$ cat src/rtl/sr_pkg.sv
// Shared types and the per-bit SR excitation rule for the SR bank driver.
package sr_pkg;

  localparam int STATE_W = 2;

  typedef enum logic [STATE_W-1:0] {
    ST_IDLE  = 2'd0,
    ST_DRIVE = 2'd1,
    ST_WAIT  = 2'd2,
    ST_RESP  = 2'd3
  } state_e;

  // Returns {s, r} for one flop; never yields 2'b11.
  function automatic logic [1:0] excite_bit(input logic target, input logic q);
    return {target & ~q, ~target & q};
  endfunction

endpackage

$ cat src/rtl/sr_excite.sv
// Combinational excitation generator: per-bit set/reset from target and current Q.
module sr_excite
  import sr_pkg::*;
#(
  parameter int WIDTH = 8
) (
  input  logic [WIDTH-1:0] target_i,
  input  logic [WIDTH-1:0] q_i,
  output logic [WIDTH-1:0] s_o,
  output logic [WIDTH-1:0] r_o
);

  for (genvar gi = 0; gi < WIDTH; gi++) begin : g_bit
    assign {s_o[gi], r_o[gi]} = excite_bit(target_i[gi], q_i[gi]);
  end

  always_comb begin
    assert ((s_o & r_o) == '0) else $error("sr_excite: S and R both high");
  end

endmodule

$ cat src/rtl/sr_bank_driver.sv
// Drives a bank of SR flops to a requested word: one-cycle S/R pulse, then polls Q
// feedback until it matches or a timeout expires, reporting done or err.
module sr_bank_driver
  import sr_pkg::*;
#(
  parameter int WIDTH   = 8,
  parameter int TIMEOUT = 4
) (
  input  logic             clk,
  input  logic             rst,
  input  logic             req_valid,
  input  logic [WIDTH-1:0] req_data,
  output logic             req_ready,
  input  logic [WIDTH-1:0] q_fb,
  output logic [WIDTH-1:0] s,
  output logic [WIDTH-1:0] r,
  output logic             done,
  output logic             err,
  output logic [WIDTH-1:0] err_mask
);

  localparam int CNT_W = $clog2(TIMEOUT + 1);
  localparam logic [CNT_W-1:0] CNT_LAST = CNT_W'(TIMEOUT - 1);

  state_e           state_q, state_d;
  logic [WIDTH-1:0] target_q, target_d;
  logic [WIDTH-1:0] s_q, s_d, r_q, r_d;
  logic [WIDTH-1:0] err_mask_q, err_mask_d;
  logic [CNT_W-1:0] cnt_q, cnt_d;
  logic             done_q, done_d, err_q, err_d;
  logic [WIDTH-1:0] s_n, r_n;
  logic             match;

  sr_excite #(.WIDTH(WIDTH)) u_excite (
    .target_i (req_data),
    .q_i      (q_fb),
    .s_o      (s_n),
    .r_o      (r_n)
  );

  assign match = (q_fb == target_q);

  always_comb begin
    state_d    = state_q;
    target_d   = target_q;
    s_d        = '0;
    r_d        = '0;
    err_mask_d = err_mask_q;
    cnt_d      = cnt_q;
    done_d     = 1'b0;
    err_d      = 1'b0;
    case (state_q)
      ST_IDLE: begin
        if (req_valid) begin
          target_d   = req_data;
          err_mask_d = '0;
          cnt_d      = '0;
          if (req_data == q_fb) begin
            // Already matching: skip the pulse and report immediately.
            state_d = ST_RESP;
            done_d  = 1'b1;
          end else begin
            state_d = ST_DRIVE;
            s_d     = s_n;
            r_d     = r_n;
          end
        end
      end
      ST_DRIVE: state_d = ST_WAIT;
      ST_WAIT: begin
        cnt_d = cnt_q + 1'b1;
        if (match) begin
          state_d = ST_RESP;
          done_d  = 1'b1;
        end else if (cnt_q == CNT_LAST) begin
          state_d    = ST_RESP;
          err_d      = 1'b1;
          err_mask_d = q_fb ^ target_q;
        end
      end
      ST_RESP: state_d = ST_IDLE;
      default: state_d = ST_IDLE;
    endcase
  end

  always_ff @(posedge clk or posedge rst) begin
    if (rst) begin
      state_q    <= ST_IDLE;
      target_q   <= '0;
      s_q        <= '0;
      r_q        <= '0;
      err_mask_q <= '0;
      cnt_q      <= '0;
      done_q     <= 1'b0;
      err_q      <= 1'b0;
    end else begin
      state_q    <= state_d;
      target_q   <= target_d;
      s_q        <= s_d;
      r_q        <= r_d;
      err_mask_q <= err_mask_d;
      cnt_q      <= cnt_d;
      done_q     <= done_d;
      err_q      <= err_d;
    end
  end

  assign req_ready = (state_q == ST_IDLE);
  assign s         = s_q;
  assign r         = r_q;
  assign done      = done_q;
  assign err       = err_q;
  assign err_mask  = err_mask_q;

endmodule
$ cat config.mk
export PLATFORM = sky130hd
export DESIGN_NAME = sr_bank_driver
export DESIGN_NICKNAME = d
export VERILOG_FILES = /design/src/rtl/sr_pkg.sv /design/src/rtl/sr_excite.sv /design/src/rtl/sr_bank_driver.sv
export SDC_FILE = /design/constraint.sdc
export NUM_CORES = 1
export LEC_CHECK = 0
export ABC_AREA = 1
export BUFFER_PORTS_ARGS = -buffer_cell sky130_fd_sc_hd__buf_2
export CAP_MARGIN = 25
export CORE_MARGIN = 5
export CORE_UTILIZATION = 40
export CTS_BUF_LIST = sky130_fd_sc_hd__clkbuf_8
export DETAILED_ROUTE_END_ITERATION = 7
export GPL_TIMING_DRIVEN = 0
export HOLD_SLACK_MARGIN = 0.05
export MAX_ROUTING_LAYER = met4
export PLACE_DENSITY = 0.69
export SYNTH_ARGS = -nofsm -noshare
export SYNTH_HDL_FRONTEND = slang
export SYNTH_SLANG_ARGS = --single-unit
$ cat constraint.sdc
create_clock -name clk -period 4.1 [get_ports clk]
set_input_delay 0.41 -clock clk [delete_from_list [all_inputs] [get_ports clk]]
set_output_delay 0.41 -clock clk [all_outputs]
set_load 0.02 [all_outputs]
### Word level (Yosys, flattened, before mapping)

Index checks and enable logic that the tools add are counted.

| storage, ports and cells | value |
|---|---|
| register bits | 39 |
| input port bits | 19 |
| output and inout bits | 27 |
| logic and storage cells | 82 |

| operators by class | value |
|---|---|
| add/subtract/negate cells | 1 |
| equality and inequality tests | 10 |
| mux-type cells | 24 |
| bitwise operators | 33 |
| reduce and logical (&&, ||, !) cells | 6 |

Operator list:

| operator | number |
|---|---|
| 8-bit two-way mux | 9 |
| 1-bit bitwise AND | 16 |
| 8-bit == test | 2 |
| 1-bit NOT | 16 |
| 8-bit one-hot mux with 2 select lines | 1 |
| 2-bit two-way mux | 4 |
| 2-bit one-hot mux with 4 select lines | 1 |
| 8-bit XOR | 1 |
| 1-bit two-way mux | 6 |
| 2-bit != test, second input constant | 3 |
| 3-bit one-hot mux with 2 select lines | 1 |
| 2-bit AND reduction | 3 |
| 2-bit == test, second input constant | 2 |
| 4-bit AND reduction | 1 |
| 3-bit by 1-bit adder with 3-bit output, second input constant | 1 |
| 3-bit by 2-bit == test with 1-bit output, second input constant | 1 |
| 3-bit two-way mux | 1 |
| 3-bit != test, second input constant | 1 |
| 2-bit by 1-bit == test with 1-bit output, second input constant | 1 |
| 2-bit zero test | 1 |
| 1-bit one-hot mux with 2 select lines | 1 |
| 2-bit nonzero test | 1 |

### Depth between registers and ports, before layout

| depth | value |
|---|---|
| depth in word-level cells | 5 |
| gate-level depth with buffers | 10 |
| mapped depth without buffers | 10 |

### Modules after synthesis

Synthesis repeated with hierarchy kept, for this count alone.

| unflattened totals | value |
|---|---|
| cells, all modules | 265 |
| area total of the unflattened synthesis | 1,985.7 um^2 |

By module, submodules not included:

| module | instances | cells each | area each (um^2) | seq. area each (um^2) |
|---|---|---|---|---|
| sr_bank_driver | 1 | 233 | 1,865.5 | 975.9 |
| sr_excite | 1 | 32 | 120.1 | 0.0 |

### Worst setup path before layout

Ideal clock, no wire load.

| timing path | value |
|---|---|
| kind | register -> register |
| start | reg state_q[0] |
| end | reg err_mask_q[0], in the netlist err_mask[0] |
| setup time | 0.117 ns |
| data arrival time | 1.346 ns |
| required time | 3.983 ns |
| setup slack | 2.637 ns |
| stages on the path, launching flop included | 10 |
| path buffers | 0 |
| clock period less this slack | 1.463 ns |
| cells stage by stage | dfrtp_1 > inv_1 > ha_1 > nand2_1 > inv_2 > a21oi_2 > nor2_8 > nand2_4 > nand2_1 > nand2_1 |

| on the way | value |
|---|---|
| cells in the longest elaborated chain, start to end | 3 |
| elaborated cells between the ends (all ways) | 8 |
| classes of those cells | 4 x eq/ne; 1 x mux; 3 x reduce/logical |

Ends and longest elaborated chain:

| element | RTL line | source |
|---|---|---|
| start: declaration | sr_bank_driver.sv:25 | `state_e state_q, state_d;` |
| start signal: assignment | sr_bank_driver.sv:97 | `state_q <= state_d;` |
| 2-bit zero test * | - |  |
| via req_ready | sr_bank_driver.sv:13 | `output logic req_ready,` |
| 2-bit != test (no line) / 2-bit nonzero test (equally long branches) | - |  |
| 4-bit AND reduction (no line) | - |  |
| end signal: assignment | sr_bank_driver.sv:101 | `err_mask_q <= err_mask_d;` |
| end: declaration | sr_bank_driver.sv:28 | `logic [WIDTH-1:0] err_mask_q, err_mask_d;` |

The timed path passes the listed nets; every way through them passes the cells marked *.
A chain may end at the register's enable or synchronous reset.

### Worst setup path in the final report

| timing path | value |
|---|---|
| start | reg state_q[0] |
| end | reg s_q[5], in the netlist s[5] |

| on the way | value |
|---|---|
| cells in the longest elaborated chain, start to end | 2 |

Ends and longest elaborated chain:

| element | RTL line | source |
|---|---|---|
| 2-bit zero test | sr_bank_driver.sv:52 | `case (state_q)` |
| 8-bit two-way mux | sr_bank_driver.sv:52 |  |
| via s_d[5] | sr_bank_driver.sv:27 | `logic [WIDTH-1:0] s_q, s_d, r_q, r_d;` |
| end signal: assignment | sr_bank_driver.sv:90 | `s_q <= '0;` |
| end signal: assignment | sr_bank_driver.sv:99 | `s_q <= s_d;` |
| end: declaration | sr_bank_driver.sv:27 |  |

The timed path passes the listed nets, and every way through them passes these cells.

==> impl_summary.md <==
Global route
Global routing consumed, over all layers together, 14.7% of the routing resources. The via count of the first global-routing pass is 1,617. The initial antenna violation count was 0. The maximum number of pins on one net before global-route repair is 40. The total grt overflow is 0. The first global-routing pass estimated 7210 µm of wire.

Yosys
The commonest register cell after synthesis is dfrtp_1. Ranked by instance count, the synthesized netlist is headed by nand2_1 (71), dfrtp_1 (39), inv_1 (37). In this run the mean area of a mapped cell was 8.42 µm².

After synthesis, the netlist uses 22 different library cells. After synthesis, the cell types taking the most area are dfrtp_1 (48%), nand2_1 (13%), ha_1 (12%). Synthesis inferred 39 register bits. After Yosys synthesis, full adders, half adders and majority gates account for 12.4% of the synthesized area.

The number of enable-type register cells in the synthesized netlist is 0. The share of flip-flops with an asynchronous set or reset is 100%. The sequential element share of the synthesized area is 48.3%. The largest total area in the synthesized netlist belongs to dfrtp_1. The library cell with the highest instance count after synthesis is nand2_1. Of the post-synthesis cell area, the part taken by muxes is 0%.

The area share of the largest cell type after synthesis is 48.3%. The fraction of the mapped netlist area in compound gates is 3.72%. After synthesis the cells add up to 2020 µm². Synthesis produced a netlist whose cell count is 240. The XOR/XNOR share of the synthesized area is 0%. For this run, the number of Yosys warnings is 0. The main combinational cell family by area after synthesis is simple AND/OR/NAND/NOR gates. The total nets after synthesis is 279. Summing the areas of all and, or, nand and nor instances in the mapped netlist gives 26.5% of the synthesized area.

Clock network
Clock tree synthesis inserted a total of 5 buffers. The sink count of the clock tree is 39. The tree is rooted in a clkbuf_8. The clock reaches the later pin of the worst-skew pair after 290 ps. The clock transition at the registers of the reported paths is 80 ps. The TritonCTS clock tree is done. The H-tree was split into 2 levels. Buffers added to address setup during post-CTS repair amount to 0.

The number of buffers on the longest clock path is 2. The quantity of hold-fixing buffers added after cts is 0. The number of gates resized after cts is 0.

Placement
The wire-length estimate of the detail-placed layout is 3110 µm. The final weighted congestion in routability-driven placement is 0.761. During placement, the flow inserted port buffers numbering 45. The total cell area at the placement stage is 2330 µm².

Timing
The number of hold-slack violations in the final timing report was 0. The final setup violation count is 0. The max-slew violation total from the final report is 0.

The post-route setup TNS is 0 ps. The worst pin sits at a relative slew slack of 46.5%. Setup repair after global routing left no endpoint under its margin. The worst path uses 38.9% of the clock period.

The slew at the pin with the worst max-slew slack is 801 ps. The final worst clock skew is 7.76 ps. Derived from the worst setup path, the maximum achievable clock frequency is 0.626 GHz. The time the final worst path needs with I/O delays and setup is 1600 ps.

Floorplan
The area of the core region is 4820 µm². After floorplanning, the core was divided into 25 placement rows. The floorplan die area is 6570 µm².

During I/O placement, the number of pins put on the boundary was 46. For this configuration, the core starts out at a cell density of 41.9%. The y dimension of the die is 81.1 µm.

The die is 81.1 µm wide.

Finish
The final layout contains 331 nets. In the final layout, the share of cells above drive strength 1 is 25.6%. The total area of sequential cells is 976 µm². The final instance area is 2450 µm².

The area of the multi-input gates is 861 µm². The diode insertion count for antenna repair is 0. Fill cells in the final layout number 484. Compared with the post-synthesis result, the final layout area differs by 21.1%.

Critical path
The kind of cell with the highest combined delay on the critical path is buffers and inverters. STA classifies the critical path endpoint as a register. On the critical path, the stage with the largest delay is an instance of buf_1. The sort of element at the start of the critical path is a register. The type of the worst setup path is reg -> reg.

The worst stage delay on the critical path is 390 ps. Data arrives at the worst endpoint at 1760 ps. The number of buffers and inverters on the critical path is 3.

In this run the worst path has a maximum fanout of 10. The required time reported for the critical path endpoint is 4260 ps. The critical path goes through inv_1 -> ha_1 -> nand2_1 -> buf_2 -> buf_1 -> nor2_1.

Detailed routing
Wires add up to 4020 µm. The first detailed-routing pass took 4 iterations. After detailed routing, the number of remaining DRC violations is 0. In the final routed layout, each cell accounts on average for 11.2 µm. The routed layout has 1,564 vias. The number of DRC violations after detailed-routing iteration 0 is 64. The detail route stage leaves a number of antenna-violating nets equal to 0. Using the TritonRoute via totals, the vias-per-cell ratio works out to 4.34.

Min path
The min-delay analysis places its worst path in the category in -> async.

Power and ir drop
For this design the ratio of total power to cell area is 572 nW/µm². VDD sags by at most 0.000281 V. The total leakage power is 1.44 nW.

Flow run
The tool flagged a number of max-cap violations equal to 0.

Run status
The flow ran to the end, and the final reports show no timing, DRC or antenna violations.
layer usage:
layer | up-vias | share of wire [%] | track usage (%)
met5 | - | 0 | -
met4 | 0 | 1.2 | 5.91
met3 | 4 | 4.6 | 2.77
met2 | 33 | 48 | 23.4
met1 | 708 | 46 | 18.3
li1 | 819 | - | -
kinds of logic (layout without fill, tap and decap cells):
family	count (synthesis)	after routing
compound gates	14	14
flops	39	39
simple gates	119	119
fa+ha+maj	20	20
buf+inv	48	101
stage by stage:
stage                     utilization, %  instances  power, mW  setup WS [ps]  hold slack, ps
final                               50.8        360       1.40           2500             264
after global routing                50.8        360       1.52           2330             348
after CTS                           50.8        360       1.42           2490             297
after detailed placement            48.4        352       1.08           2500             455
after global placement              48.4        352       1.07           2310             454
after floorplan                        -        240      0.935           2640             442
state kept, by name, indices dropped and copies added (netlist names):
register / cells
cnt_q: 3
err: 1
done: 1
s: 8
r: 8
target_q: 8
err_mask: 8
state_q: 2
cell usage in the layout (no fill, tap or decap):
| master | count |
|---|---|
| nor2_1 | 27 |
| nand2_2 | 4 |
| o22ai_1 | 1 |
| ha_1 | 20 |
| nand2_1 | 71 |
| nand3_4 | 1 |
| nor2_2 | 1 |
| o21ai_0 | 10 |
| inv_1 | 36 |
| clkbuf_8 | 6 |
| buf_2 | 46 |
| nand3_1 | 10 |
| dfrtp_1 | 39 |
| nor2_4 | 1 |
| buf_1 | 1 |
| nand2_4 | 1 |
| nor2_8 | 2 |
| or2_2 | 1 |
| clkinv_2 | 1 |
| inv_4 | 1 |
| a21oi_1 | 2 |
| clkbuf_1 | 1 |
| inv_2 | 8 |
| bufinv_16 | 1 |
| a21oi_2 | 1 |
path summary, 6_finish.rpt:
| kind | startpoint | end | slack (ps) | depth (start not counted) |
|---|---|---|---|---|
| max in group asynchronous | rst | cnt_q[2] | 3320 | 2 |
| worst max register to register | state_q[0] | s[5] | 2500 | 6 |
| worst max-delay path | state_q[0] | s[5] | 2500 | 6 |
| worst min register to register | err_mask[5] | err_mask[5] | 470 | 2 |
| worst min-delay path | rst | err_mask[2] | 260 | 2 |
| min in group clk | req_data[0] | target_q[0] | 410 | 3 |
report_power, final:
group          leakage (nW)  internal [mW]  switching [mW]
sequential            0.521          0.488          0.0558
clock                0.0612          0.197           0.134
combinational         0.862          0.173           0.352
area by class of cell:
cell class	count	share of cell area, %
Sequential cell	39	39.9
Clock buffer	6	3.37
Multi-Input combinational cell	153	35.2
Inverter	45	7.00
Buffer	3	0.511
Clock inverter	2	1.43
Tap cell	67	3.43
Timing Repair Buffer	45	9.20
(Power assumes the default switching activity.)
